## src/rtl/phy_sync_pkg.sv

```systemverilog
// Shared types and constants for the PHY status-level debounce path.
package phy_sync_pkg;

  // Debounce FSM states: level settled, or a differing level being qualified
  typedef enum logic {
    ST_STABLE  = 1'b0,
    ST_QUALIFY = 1'b1
  } phy_dbnc_state_t;

  localparam int         GLITCH_CNT_W   = 8;
  localparam logic [7:0] GLITCH_CNT_MAX = 8'hFF;

endpackage

```

## src/rtl/phy_sat_counter.sv

```systemverilog
// Parameterized-width saturating event counter; clear has priority over increment.
module phy_sat_counter #(
  parameter int W = 8
) (
  input  logic         clock,
  input  logic         reset_n,
  input  logic         inc_i,
  input  logic         clr_i,
  output logic [W-1:0] cnt_o
);

  localparam logic [W-1:0] CNT_MAX = {W{1'b1}};

  logic [W-1:0] cnt_q;

  // Count inc events, stick at all-ones, clear wins over a same-cycle increment
  always_ff @(posedge clock or negedge reset_n) begin
    if (!reset_n) begin
      cnt_q <= {W{1'b0}};
    end else if (clr_i) begin
      cnt_q <= {W{1'b0}};
    end else if (inc_i && (cnt_q != CNT_MAX)) begin
      cnt_q <= cnt_q + W'(1);
    end else begin
      cnt_q <= cnt_q;
    end
  end

  assign cnt_o = cnt_q;

endmodule

```

## src/rtl/phy_sync_debounce.sv

```systemverilog
// Glitch filter for a synchronized PHY status level, with rise/fall pulses.
// A new level is accepted only after FILTER_CYCLES consecutive differing
// samples; shorter runs are rejected and counted in glitch_cnt.
// Optional macro PHY_SYNC_DEBOUNCE_GLITCH_CNT_EN: when defined the glitch
// counter and clr_glitch are present; otherwise glitch_cnt reads 8'h00.
module phy_sync_debounce
  import phy_sync_pkg::*;
#(
  parameter logic RESET_VALUE   = 1'b0,
  parameter int   FILTER_CYCLES = 8,
  parameter int   CNT_W         = $clog2(FILTER_CYCLES) + 1
) (
  input  logic                    clock,
  input  logic                    reset_n,
  input  logic                    d_in,
  input  logic                    filter_en,
  input  logic                    clr_glitch,
  output logic                    d_out,
  output logic                    rise_pulse,
  output logic                    fall_pulse,
  output logic [GLITCH_CNT_W-1:0] glitch_cnt
);

  // Count value on the edge that completes qualification
  localparam logic [CNT_W-1:0] CNT_LAST = CNT_W'(FILTER_CYCLES - 1);

  phy_dbnc_state_t  state_q;
  logic [CNT_W-1:0] cnt_q;
  logic             d_out_q;
  logic             rise_q;
  logic             fall_q;
  logic             glitch_evt;

  // A qualifying run ends early when the input returns to the held level
  assign glitch_evt = filter_en & (state_q == ST_QUALIFY) & (d_in == d_out_q);

  // Debounce FSM with qualify counter; level and pulses are registered here
  always_ff @(posedge clock or negedge reset_n) begin
    if (!reset_n) begin
      state_q <= ST_STABLE;
      cnt_q   <= {CNT_W{1'b0}};
      d_out_q <= RESET_VALUE;
      rise_q  <= 1'b0;
      fall_q  <= 1'b0;
    end else if (!filter_en) begin
      // Bypass: follow the input with one cycle of latency, abandon any qualification
      state_q <= ST_STABLE;
      cnt_q   <= {CNT_W{1'b0}};
      d_out_q <= d_in;
      rise_q  <= d_in & ~d_out_q;
      fall_q  <= ~d_in & d_out_q;
    end else begin
      rise_q <= 1'b0;
      fall_q <= 1'b0;
      case (state_q)
        ST_STABLE: begin
          if (d_in != d_out_q) begin
            state_q <= ST_QUALIFY;
            cnt_q   <= CNT_W'(1);
          end else begin
            state_q <= ST_STABLE;
            cnt_q   <= {CNT_W{1'b0}};
          end
        end
        ST_QUALIFY: begin
          if (d_in == d_out_q) begin
            state_q <= ST_STABLE;
            cnt_q   <= {CNT_W{1'b0}};
          end else if (cnt_q == CNT_LAST) begin
            state_q <= ST_STABLE;
            cnt_q   <= {CNT_W{1'b0}};
            d_out_q <= d_in;
            rise_q  <= d_in;
            fall_q  <= ~d_in;
          end else begin
            state_q <= ST_QUALIFY;
            cnt_q   <= cnt_q + CNT_W'(1);
          end
        end
        default: begin
          state_q <= ST_STABLE;
          cnt_q   <= {CNT_W{1'b0}};
        end
      endcase
    end
  end

  assign d_out      = d_out_q;
  assign rise_pulse = rise_q;
  assign fall_pulse = fall_q;

`ifdef PHY_SYNC_DEBOUNCE_GLITCH_CNT_EN
  phy_sat_counter #(
    .W (GLITCH_CNT_W)
  ) u_glitch_cnt (
    .clock   (clock),
    .reset_n (reset_n),
    .inc_i   (glitch_evt),
    .clr_i   (clr_glitch),
    .cnt_o   (glitch_cnt)
  );
`else
  // Counter removed: the event and clear inputs have no consumer
  logic unused_glitch_sigs;
  assign unused_glitch_sigs = glitch_evt ^ clr_glitch;
  assign glitch_cnt         = {GLITCH_CNT_W{1'b0}};
`endif

endmodule

```

## config.mk

```make
export PLATFORM = sky130hd
export DESIGN_NAME = phy_sync_debounce
export DESIGN_NICKNAME = d
export VERILOG_FILES = /design/src/rtl/phy_sync_pkg.sv /design/src/rtl/phy_sat_counter.sv /design/src/rtl/phy_sync_debounce.sv
export SDC_FILE = /design/constraint.sdc
export NUM_CORES = 1
export LEC_CHECK = 0
export ABC_AREA = 1
export CORE_MARGIN = 3
export CORE_UTILIZATION = 38
export DETAILED_ROUTE_END_ITERATION = 10
export PLACE_DENSITY = 0.74
export SLEW_MARGIN = 40
export SYNTH_ARGS = -nofsm -noshare
export SYNTH_HDL_FRONTEND = slang
export SYNTH_SLANG_ARGS = --single-unit
```

## constraint.sdc

```tcl
create_clock -name clock -period 1.2 [get_ports clock]
set_clock_uncertainty 0.15 [all_clocks]
set_input_delay 0.24 -clock clock [delete_from_list [all_inputs] [get_ports clock]]
set_output_delay 0.24 -clock clock [all_outputs]
set_load 0.05 [all_outputs]
```

After elaboration in Yosys (flattened, before gate mapping)
Index checks and enable logic that the tools add are counted.
- output and inout port bits: 11
- bits in registers: 8
- input bits: 5
- mux-type cells: 22
- bitwise logic cells: 5
- reductions and logical operators: 1
- equality and inequality tests: 6
- $add $sub $neg: 1
- operators by type and width (operator ; number):
    $mux W1 ; 17
    $mux W4 ; 3
    $pmux W4 S2 ; 1
    $add A4 B1 Y4 const B ; 1
    $eq A4 B3 Y1 const B ; 1
    $ne A2 B1 Y1 const B ; 2
    $not A1 Y1 ; 3
    $reduce_and A3 Y1 ; 1
    $and A1 B1 Y1 ; 2
    $ne A2 B2 Y1 const B ; 1
    $pmux W1 S2 ; 1
    $eq A1 B1 Y1 ; 1
    $ne A1 B1 Y1 ; 1

Depth between registers and ports, before layout
- word-level depth: 5
- mapped depth: 6
- gate-level depth less buffers: 6

Worst setup path after synthesis
Ideal clock, no wire load.
- path kind: register to register
- start: register d_out_q, in the netlist d_out
- end: register d_out_q, in the netlist d_out
- data arrival time: 1.291 ns
- cell stages (with the launch flop): 6
- library setup time: 0.119 ns
- period minus slack after synthesis: 1.560 ns
- required time: 0.931 ns
- setup slack: -0.360 ns
- buffers on the path: 0
- cell sequence: dfrtp_1 ha_1 inv_2 nand3_1 nand3_1 nand2_1
- cells in the longest elaborated chain, start to end: 3
- ends and longest elaborated chain (what ; line ; source):
    start, declared ; phy_sync_debounce.sv:29 ; logic d_out_q;
    start signal, assigned ; phy_sync_debounce.sv:49 ; d_out_q <= d_in;
    start signal, assigned ; phy_sync_debounce.sv:72 ; d_out_q <= d_in;
    $eq A1 B1 Y1 ; phy_sync_debounce.sv:66 ; if (d_in == d_out_q) begin
    $ne A2 B2 Y1 (no line) ; n/a ;
    $reduce_and A3 Y1 (no line) ; n/a ;
No other way between the ends.
A chain may end at the register's enable or synchronous reset.

Worst setup path in the final report
- start: register d_out_q, in the netlist d_out
- end: output port d_out
- RTL lines (what ; line ; source):
    end, declared ; phy_sync_debounce.sv:18 ; output logic d_out,
No word-level cell between the ends.

==> run metrics <==
mapped cell area 498 um^2; Core ar. 1170 um^2; 1st-iter DRT viols 1; # rows 12; die area 1780 um^2; synthesized instance count 59; Ports 16; leading area contributor after synthesis dfrtp_1; Max-cap violations 0; Setup-failing EPs final 7; startpoint class of the critical path register; Nets 84; H-tree levels 1; Syn Area/Cell 8.44 um^2; Inst Count DP 84; crit path capture type primary output; Seq. cell area 201 um^2; dpl hpwl 715 um; Worst Hold Class in -> async; cts bufs inserted 3; P_sw 0.306 mW; Die X 42.2 um; largest cells by area after synthesis dfrtp_1 (40%), buf_4 (12%), ha_1 (7.5%), nand3_1 (6.0%), nand2_1 (6.0%); switching share of total power 37.0%; final cell count without fillers 89; Final Cell Area 738 um^2; max-slew violations 0; power share of the sequential group 37.2%; final WL 1.08 mm; grt total ovfl 0; peak supply drop 557 uV; largest net degree at the start of global routing 9; Layout Area Growth over Synthesis 48.2%; post-synth cell types 19; initial antenna violation count 0; CTS tree yes; PD cells 1120 nW/um^2; post-route ant nets 0; global-route usage over all layers 13.1%; failing checks setup timing; first-pass GRT wire length 1.67 mm; Max Clock Freq 738 MHz; Pint 0.522 mW; Ys Warns 0; share of layout cells above drive strength 1 45.3%; Synth top area share 40.2%; unrepaired setup endpoints after global routing yes; Final GP Congestion 0.783; Reg clk slew, reported paths 0.07 ns; Final min period 1.36 ns; Worst EP arrival 0.97 ns; power share of the clock group 29.2%; Gate power share 33.7%; clk sink count 8; Clock Tree Buf Depth 2; post-route setup slack -0.155 ns; Hold Fails Final Rpt 0; run status finished with violations; Fillers 87; DRT Pass-1 Iters 5; Vias 413; initial core utilization 42.5%; Residual DRC 0; Multi-input gate area 298 um^2; vias in the first global route 388; clk root buf clkbuf_4; crit-path max FO 2; cts hold-fix bufs 0; Die Ht 42.2 um; diode count 0; sequential area share after synthesis 40.2%; worst skew pair latency 0.27 ns; CP required 0.81 ns; Avg Vias per Cell 4.64; Crit Path Category reg -> out; DR WL/cell 12.1 um; DP Area 634 um^2; fin crit share 113%; PortBufs 6; synthesized flop and latch total 8; Pleak 0.340 nW
critical path, cell delays in order, from the launching register on:
cell and delay, ns:
dfrtp_2 0.43, buf_6 0.13, buf_12 0.13
kinds of logic after synthesis:
kind of cell	count (synthesis)	share of synthesized area, %
adder cells (fa/ha/maj)	3	7.54
flip-flops	8	40.2
AND/OR/NAND/NOR	22	21.4
AO/OA/AOI/OAI	6	7.03
buffers and inverters	18	21.4
other	1	0.753
XOR/XNOR	1	1.76
power by group through the flow:
stage	combinational (mW)	sequential, mW	clock [mW]
2_1_floorplan	0.149	0.332	0
3_3_place_gp	0.236	0.307	0
3_5_place_dp	0.240	0.308	0
4_1_cts	0.262	0.304	0.241
5_1_grt	0.298	0.309	0.255
6_report	0.279	0.308	0.241
sequential cells by signal, summed over array words and instances (netlist names):
name,flops
state_q,1
fall_pulse,1
rise_pulse,1
cnt_q,4
d_out,1
synth_stat cells:
cell type	number
nand2_4	1
clkinv_2	1
a21oi_1	1
nand3_1	6
o22ai_1	2
nand2_1	8
nand4_1	1
buf_6	1
o21ai_0	2
conb_1	1
inv_1	7
nand3_2	1
buf_4	8
xor2_1	1
nor2_1	5
inv_2	1
ha_1	3
o211ai_1	1
dfrtp_1	8
final timing paths:
kind / from / slack, ns / cells after the start / end
max: d_out / -0.16 / 2 / d_out
min: reset_n / 0.1 / 1 / fall_pulse
max reg2reg: d_out / -0.06 / 4 / cnt_q[0]
min reg2reg: state_q / 0.47 / 1 / cnt_q[0]
max in group asynchronous: reset_n / 0.51 / 1 / d_out
min in group clock: d_in / 0.38 / 4 / d_out
cell usage in the layout (no fill, tap or decap), drive strengths merged:
master and count:
clkbuf 4, xor2 1, a21oi 1, nor2 5, o22ai 2, clkdlybuf4s50 2
nand2 9, clkinv 1, nand3 7, ha 3, nand4 1, o211ai 1
dlygate4sd2 1, inv 8, dfrtp 8, conb 8, o21ai 2, buf 11
repair_timing:
| item | CTS | global route |
|---|---|---|
| endpoints found under the setup margin | 11 | 10 |
| resized for setup | 8 | 12 |
| buffers inserted | 1 | 0 |
| pin swaps | 1 | 2 |
area by class of cell:
| type | count | area share [%] |
|---|---|---|
| clock buffer | 4 | 3.56 |
| multi-input combinational | 40 | 40.3 |
| inverter | 9 | 5.76 |
| sequential | 8 | 27.3 |
| timing repair buffer | 14 | 20.7 |
| tap | 14 | 2.37 |
metrics by stage:
stage                     setup TNS, ns  hold slack [ns]  power [mW]  utilization (%)  worst slack (ns)
final                            -0.308           0.0990       0.828             63.0            -0.155
after global routing             -0.557            0.135       0.862             63.0            -0.177
after floorplan                  -0.635           -0.206       0.481                -            -0.112
after CTS                        -0.258            0.107       0.807             58.8            -0.154
after global placement            -2.61            0.390       0.543             54.2            -0.365
after detailed placement          -2.79            0.391       0.547             54.2            -0.384
layer usage:
| layer | track usage (%) | part of all wire [%] |
|---|---|---|
| met5 | 0 | 0 |
| met4 | 9.32 | 2.5 |
| met3 | 4.29 | 4.3 |
| met2 | 21.0 | 51 |
| met1 | 14.4 | 42 |
Note: power is estimated with default switching activity, not from simulation.
